### src/rtl/qmfir_uart_cmd_parser.sv
// Host command-frame parser: turns UART bytes into QM-FIR register/BRAM bus
// writes and reads, and streams 24-bit read data back as three bytes.
module qmfir_uart_cmd_parser #(
    parameter logic [19:0] TIMEOUT_CYC = 20'd173600,
    parameter int unsigned RD_LAT      = 2
) (
    input  logic        clk,
    input  logic        arst,
    input  logic [7:0]  rx_data,
    input  logic        rx_valid,
    output logic [7:0]  tx_data,
    output logic        tx_valid,
    input  logic        tx_ready,
    input  logic [23:0] uart_mem_i,
    input  logic [23:0] uart_reg_i,
    output logic [13:0] uart_addr,
    output logic [31:0] uart_dout,
    output logic        uart_mem_we,
    output logic        uart_mem_re,
    output logic        reg_we,
    output logic        busy,
    output logic        err_ovf,
    output logic        err_tout
);

    typedef enum logic [2:0] {
        S_IDLE    = 3'd0,
        S_ADDR    = 3'd1,
        S_DATA    = 3'd2,
        S_EXEC    = 3'd3,
        S_RD_WAIT = 3'd4,
        S_TX      = 3'd5
    } state_t;

    localparam logic [2:0]  RD_LAT_M1  = 3'(RD_LAT - 1);
    localparam logic [19:0] GAP_EXPIRY = TIMEOUT_CYC - 20'd1;

    state_t      state_q, state_d;
    logic [1:0]  op_q, op_d;
    logic [13:0] addr_q, addr_d;
    logic [31:0] data_q, data_d;
    logic [1:0]  byte_cnt_q, byte_cnt_d;
    logic [19:0] gap_q, gap_d;
    logic [2:0]  rd_cnt_q, rd_cnt_d;
    logic [23:0] rd_buf_q, rd_buf_d;
    logic [1:0]  tx_idx_q, tx_idx_d;
    logic [7:0]  tx_data_q, tx_data_d;
    logic        tx_valid_q, tx_valid_d;
    logic [13:0] uart_addr_q, uart_addr_d;
    logic [31:0] uart_dout_q, uart_dout_d;
    logic        mem_we_q, mem_we_d;
    logic        mem_re_q, mem_re_d;
    logic        reg_we_q, reg_we_d;
    logic        busy_q, busy_d;
    logic        err_ovf_q, err_ovf_d;
    logic        err_tout_q, err_tout_d;
    logic [23:0] rd_word;

    // Next-state and registered-output computation for the frame FSM.
    always_comb begin
        state_d     = state_q;
        op_d        = op_q;
        addr_d      = addr_q;
        data_d      = data_q;
        byte_cnt_d  = byte_cnt_q;
        gap_d       = gap_q;
        rd_cnt_d    = rd_cnt_q;
        rd_buf_d    = rd_buf_q;
        tx_idx_d    = tx_idx_q;
        tx_data_d   = tx_data_q;
        tx_valid_d  = tx_valid_q;
        uart_addr_d = uart_addr_q;
        uart_dout_d = uart_dout_q;
        mem_we_d    = 1'b0;
        reg_we_d    = 1'b0;
        mem_re_d    = mem_re_q;
        err_ovf_d   = err_ovf_q;
        err_tout_d  = err_tout_q;
        rd_word     = op_q[0] ? uart_mem_i : uart_reg_i;

        case (state_q)
            S_IDLE: begin
                if (rx_valid) begin
                    op_d          = rx_data[7:6];
                    addr_d[13:8]  = rx_data[5:0];
                    gap_d         = 20'd0;
                    state_d       = S_ADDR;
                end else begin
                    gap_d = 20'd0;
                end
            end
            S_ADDR: begin
                if (rx_valid) begin
                    addr_d[7:0] = rx_data;
                    gap_d       = 20'd0;
                    if (op_q[1] == 1'b0) begin
                        byte_cnt_d = 2'd0;
                        state_d    = S_DATA;
                    end else begin
                        rd_cnt_d    = 3'd0;
                        uart_addr_d = {addr_q[13:8], rx_data};
                        mem_re_d    = (op_q == 2'b11);
                        state_d     = S_RD_WAIT;
                    end
                end else if (gap_q == GAP_EXPIRY) begin
                    err_tout_d = 1'b1;
                    state_d    = S_IDLE;
                end else begin
                    gap_d = gap_q + 20'd1;
                end
            end
            S_DATA: begin
                if (rx_valid) begin
                    data_d     = {data_q[23:0], rx_data};
                    gap_d      = 20'd0;
                    byte_cnt_d = byte_cnt_q + 2'd1;
                    if (byte_cnt_q == 2'd3) begin
                        uart_addr_d = addr_q;
                        uart_dout_d = {data_q[23:0], rx_data};
                        reg_we_d    = (op_q == 2'b00);
                        mem_we_d    = (op_q == 2'b01);
                        state_d     = S_EXEC;
                    end else begin
                        state_d = S_DATA;
                    end
                end else if (gap_q == GAP_EXPIRY) begin
                    err_tout_d = 1'b1;
                    state_d    = S_IDLE;
                end else begin
                    gap_d = gap_q + 20'd1;
                end
            end
            S_EXEC: begin
                state_d = S_IDLE;
            end
            S_RD_WAIT: begin
                if (rx_valid) begin
                    err_ovf_d = 1'b1;
                end else begin
                    err_ovf_d = err_ovf_q;
                end
                // Read data is sampled on the last wait cycle so the first byte is
                // presented RD_LAT+1 clocks after the second address byte.
                if (rd_cnt_q == RD_LAT_M1) begin
                    rd_buf_d   = rd_word;
                    tx_data_d  = rd_word[23:16];
                    tx_valid_d = 1'b1;
                    tx_idx_d   = 2'd0;
                    mem_re_d   = 1'b0;
                    state_d    = S_TX;
                end else begin
                    rd_cnt_d = rd_cnt_q + 3'd1;
                end
            end
            S_TX: begin
                if (rx_valid) begin
                    err_ovf_d = 1'b1;
                end else begin
                    err_ovf_d = err_ovf_q;
                end
                if (tx_valid_q && tx_ready) begin
                    if (tx_idx_q == 2'd2) begin
                        tx_valid_d = 1'b0;
                        state_d    = S_IDLE;
                    end else if (tx_idx_q == 2'd0) begin
                        tx_idx_d  = 2'd1;
                        tx_data_d = rd_buf_q[15:8];
                    end else begin
                        tx_idx_d  = 2'd2;
                        tx_data_d = rd_buf_q[7:0];
                    end
                end else begin
                    tx_idx_d = tx_idx_q;
                end
            end
            default: begin
                state_d    = S_IDLE;
                tx_valid_d = 1'b0;
                mem_re_d   = 1'b0;
            end
        endcase

        busy_d = (state_d != S_IDLE);
    end

    // State and output registers with asynchronous reset.
    always_ff @(posedge clk or posedge arst) begin
        if (arst) begin
            state_q     <= S_IDLE;
            op_q        <= 2'd0;
            addr_q      <= 14'd0;
            data_q      <= 32'd0;
            byte_cnt_q  <= 2'd0;
            gap_q       <= 20'd0;
            rd_cnt_q    <= 3'd0;
            rd_buf_q    <= 24'd0;
            tx_idx_q    <= 2'd0;
            tx_data_q   <= 8'd0;
            tx_valid_q  <= 1'b0;
            uart_addr_q <= 14'd0;
            uart_dout_q <= 32'd0;
            mem_we_q    <= 1'b0;
            mem_re_q    <= 1'b0;
            reg_we_q    <= 1'b0;
            busy_q      <= 1'b0;
            err_ovf_q   <= 1'b0;
            err_tout_q  <= 1'b0;
        end else begin
            state_q     <= state_d;
            op_q        <= op_d;
            addr_q      <= addr_d;
            data_q      <= data_d;
            byte_cnt_q  <= byte_cnt_d;
            gap_q       <= gap_d;
            rd_cnt_q    <= rd_cnt_d;
            rd_buf_q    <= rd_buf_d;
            tx_idx_q    <= tx_idx_d;
            tx_data_q   <= tx_data_d;
            tx_valid_q  <= tx_valid_d;
            uart_addr_q <= uart_addr_d;
            uart_dout_q <= uart_dout_d;
            mem_we_q    <= mem_we_d;
            mem_re_q    <= mem_re_d;
            reg_we_q    <= reg_we_d;
            busy_q      <= busy_d;
            err_ovf_q   <= err_ovf_d;
            err_tout_q  <= err_tout_d;
        end
    end

    assign tx_data     = tx_data_q;
    assign tx_valid    = tx_valid_q;
    assign uart_addr   = uart_addr_q;
    assign uart_dout   = uart_dout_q;
    assign uart_mem_we = mem_we_q;
    assign uart_mem_re = mem_re_q;
    assign reg_we      = reg_we_q;
    assign busy        = busy_q;
    assign err_ovf     = err_ovf_q;
    assign err_tout    = err_tout_q;

endmodule

### config.mk
export PLATFORM = sky130hd
export DESIGN_NAME = qmfir_uart_cmd_parser
export DESIGN_NICKNAME = d
export VERILOG_FILES = /design/src/rtl/qmfir_uart_cmd_parser.sv
export SDC_FILE = /design/constraint.sdc
export NUM_CORES = 1
export LEC_CHECK = 0
export CAP_MARGIN = 20
export CORE_ASPECT_RATIO = 1.1
export CORE_MARGIN = 1.5
export CORE_UTILIZATION = 38
export CTS_BUF_LIST = sky130_fd_sc_hd__clkbuf_8
export DETAILED_ROUTE_END_ITERATION = 16
export HOLD_SLACK_MARGIN = 0.02
export PLACE_DENSITY = 0.61
export REMOVE_ABC_BUFFERS = 1
export SLEW_MARGIN = 20
export SYNTH_ARGS = -nofsm -noshare
export SYNTH_HDL_FRONTEND = slang
export SYNTH_SLANG_ARGS = --single-unit
### constraint.sdc
create_clock -name clk -period 5.02 [get_ports clk]
set_input_delay 1.255 -clock clk [delete_from_list [all_inputs] [get_ports clk]]
set_output_delay 1.255 -clock clk [all_outputs]
set_load 0.005 [all_outputs]
==> flow_summary.json <==
{
  "drt-total-wl_mm": 14.3,
  "crit_chain": "clkdlybuf4s50_1 > nand2b_4 > nor2_8 > and2_1 > mux2_2",
  "synth_edf_count": 0,
  "fp-row-count": 50,
  "min_period_over_period_pct": 67.4,
  "clkTransAtPathRegs_ns": 0.08,
  "swShare_pct": 32.5,
  "crit_buf_inv": 1,
  "io_buffer_count": 120,
  "ant_nets": 0,
  "synth.cells.most_frequent": "147 x dfrtp_1, 79 x mux2_2, 50 x nand2_1, 42 x o21ai_0, 27 x nor2_1",
  "clk_latency_ns": 0.44,
  "chipWidth_um": 129,
  "diodes": 0,
  "power.switching_mw": 1.33,
  "netlist_top_cells_area": "dfrtp_1 56%, mux2_2 13%, mux2_1 4.1%",
  "synth.largest_area_cell": "dfrtp_1",
  "holdCritPathClass": "reg -> reg",
  "die_h_um": 141,
  "multi_input_area_um2": 2770,
  "start_util_pct": 38.9,
  "hold_viol_final": 0,
  "netlist_instances": 550,
  "fmax_mhz": 296,
  "cpPeakStageDelay_ns": 0.77,
  "min_path_cells": 1,
  "cpMaxStageDelayCell": "and2_1",
  "synth_top_family_by_area": "multiplexers",
  "worstPathRequired_ns": 5.34,
  "htree_num_levels": 4,
  "met2_usage_pct": 28.5,
  "layout-drive-gt1-share_pct": 19.0,
  "drc": 0,
  "crit_type": "in -> reg",
  "cts_root_buf": "clkbuf_8",
  "worst-r2r-cell-count": 4,
  "synth_seq_area_share_pct": 55.6,
  "clock_power_share_pct": 22.7,
  "synthMostInstantiatedCell": "dfrtp_1",
  "cp.arrival_ns": 3.71,
  "dp.final_hpwl_mm": 9.80,
  "final_max_slew_viol_count": 0,
  "grt_pass1_wl_mm": 23.9,
  "fin_crit_ns": 3.38,
  "worst_pin_slew_ns": 0.924,
  "outcome": "finished clean",
  "pwr-share-seq_pct": 45.3,
  "synth_top_area_share_pct": 55.6,
  "synthesis.area_um2": 6620,
  "avgSynthCellArea_um2": 12.0,
  "synth_cell_types": 55,
  "rsz0062_at_grt": "no",
  "core-area_um2": 17000,
  "p_comb_share_pct": 32.0,
  "io_pins": 121,
  "synth_flop_cell": "dfrtp_1",
  "place_ws_ns": 1.14,
  "dr.pass1.iters": 4,
  "async_flop_share_pct": 100,
  "drtIter0Drc": 221,
  "ir_drop_v": 0.000255,
  "use_met3_pct": 3.92,
  "muxShareOfSynthArea_pct": 20.1,
  "critical_path.top_delay_family": "simple AND/OR/NAND/NOR gates",
  "synth_xor_area_share_pct": 1.59,
  "nFillCells": 1550,
  "setup_viol": 0,
  "grt_use_total_pct": 16.7,
  "synth_fa_ha_area_share_pct": 0.907,
  "cp_max_fo": 28,
  "antenna_found_initial": 0,
  "use_met1_pct": 21.0,
  "fin_nets": 730,
  "power_mw": 4.09,
  "cts_buffers": 17,
  "p_int_mw": 2.76,
  "p_leak_nw": 3.72,
  "wl_per_cell_um": 15.6,
  "yosys_warnings": 0,
  "area_delta_synth_final_pct": 27.0,
  "num_vias": 4546,
  "post_cts_buffers": 0,
  "vias_per_cell": 4.98,
  "dieArea_um2": 18200,
  "cts_tree": "built",
  "worstSetupPathDepth": 5,
  "cts_buffer_depth": 2,
  "cts_resized": 0,
  "synth-simple-area-share_pct": 11.6,
  "synth_seq_cells": 147,
  "slew_headroom_pct": 37.9,
  "p_per_area_nw_per_um2": 486,
  "grt_pass1_vias": 4816,
  "grt_max_degree": 106,
  "seq_area_um2": 3680,
  "cts.sinks": 147,
  "worstSetupStartpointType": "input pin",
  "critPathCaptureType": "flop",
  "grt-busiest-layer": "met2",
  "setup_ws_ns": 1.64,
  "synth_compound_area_share_pct": 7.65,
  "clock_skew_ns": 0.00787,
  "postCtsHoldBufs": 0,
  "grt-ovfl-total": 0,
  "drv_cap": 0,
  "gp_congestion": 0.783
}
==> layer usage <==
layer	wire, um	vias to the layer above
met5	0	-
met4	143	0
met3	635	10
met2	7000	108
met1	6480	2243
li1	-	2185
==> per-stage QoR <==
| step | TNS (ns) | area, um2 | utilization (%) | instances | hold slack, ns |
|---|---|---|---|---|---|
| after floorplan | -27.39 | 6470 | - | 523 | 0.444 |
| after global placement | 0 | 8000 | 47.0 | 881 | 0.443 |
| after detailed placement | 0 | 8000 | 47.0 | 881 | 0.457 |
| after CTS | 0 | 8410 | 49.4 | 913 | 0.472 |
| after global routing | 0 | 8410 | 49.4 | 913 | 0.511 |
| final | 0 | 8410 | 49.4 | 913 | 0.462 |
==> cells by family (layout without fill, tap and decap cells) <==
family                   Yosys count  after routing
flip-flops                       147            147
AND/OR/NAND/NOR                  143            143
multiplexers                     120            120
AO/OA/AOI/OAI                     89             89
buffers and inverters             34            163
XOR/XNOR                          12             12
adder cells (fa/ha/maj)            5              5
==> final cells by class <==
| cell class | instances | share of cell area [%] |
|---|---|---|
| Sequential cell | 147 | 43.7 |
| Clock inverter | 12 | 1.56 |
| Tap cell | 234 | 3.48 |
| Timing Repair Buffer | 124 | 14.6 |
| Multi-Input combinational cell | 369 | 32.9 |
| Inverter | 7 | 0.372 |
| Clock buffer | 20 | 3.27 |
==> sequential cells by signal, summed over array words and instances, names as in the netlist, 2 cells and up <==
register	flops
gap_q	20
rd_cnt_q	3
uart_dout	32
state_q	3
byte_cnt_q	2
data_q	24
tx_data	8
op_q	2
addr_q	14
rd_buf_q	16
uart_addr	14
tx_idx_q	2
==> final timing paths <==
check,startpoint,endpoint,slack (ns)
worst max-delay path,rx_valid,uart_dout[26]$_DFFE_PP0P_,1.64
max in group asynchronous,arst,rd_buf_q[10]$_DFFE_PP0P_,2.75
worst min-delay path,err_ovf$_DFFE_PP0P_,err_ovf$_DFFE_PP0P_,0.46
worst max register to register,state_q[2]$_DFF_PP0_,uart_dout[26]$_DFFE_PP0P_,2.43
min in group asynchronous,arst,uart_dout[8]$_DFFE_PP0P_,1.39
worst min register to register,err_ovf$_DFFE_PP0P_,err_ovf$_DFFE_PP0P_,0.46
==> power groups by stage <==
stage               sequential [mW]  combinational (mW)  clock (mW)
floorplan                      1.83               0.806           0
global placement               1.86                1.29           0
detailed placement             1.88                1.33           0
CTS                            1.86                1.33       0.956
global route                   1.92                1.46        1.01
finish                         1.85                1.31       0.928
==> cells in the final DEF, fill, tap and decap left out, drive strengths merged, types with 7 or more instances in the layout <==
master | Yosys | routed
a21oi | 27 | 27
clkbuf | 8 | 20
clkdlybuf4s50 | 0 | 120
clkinv | 0 | 9
dfrtp | 147 | 147
inv | 7 | 7
mux2 | 103 | 103
mux2i | 17 | 17
nand2 | 51 | 51
nand3 | 12 | 12
nand4 | 9 | 9
nor2 | 29 | 29
nor3 | 10 | 10
o21ai | 47 | 47
xor2 | 11 | 11
No activity file was read; power rests on OpenSTA's default activity.
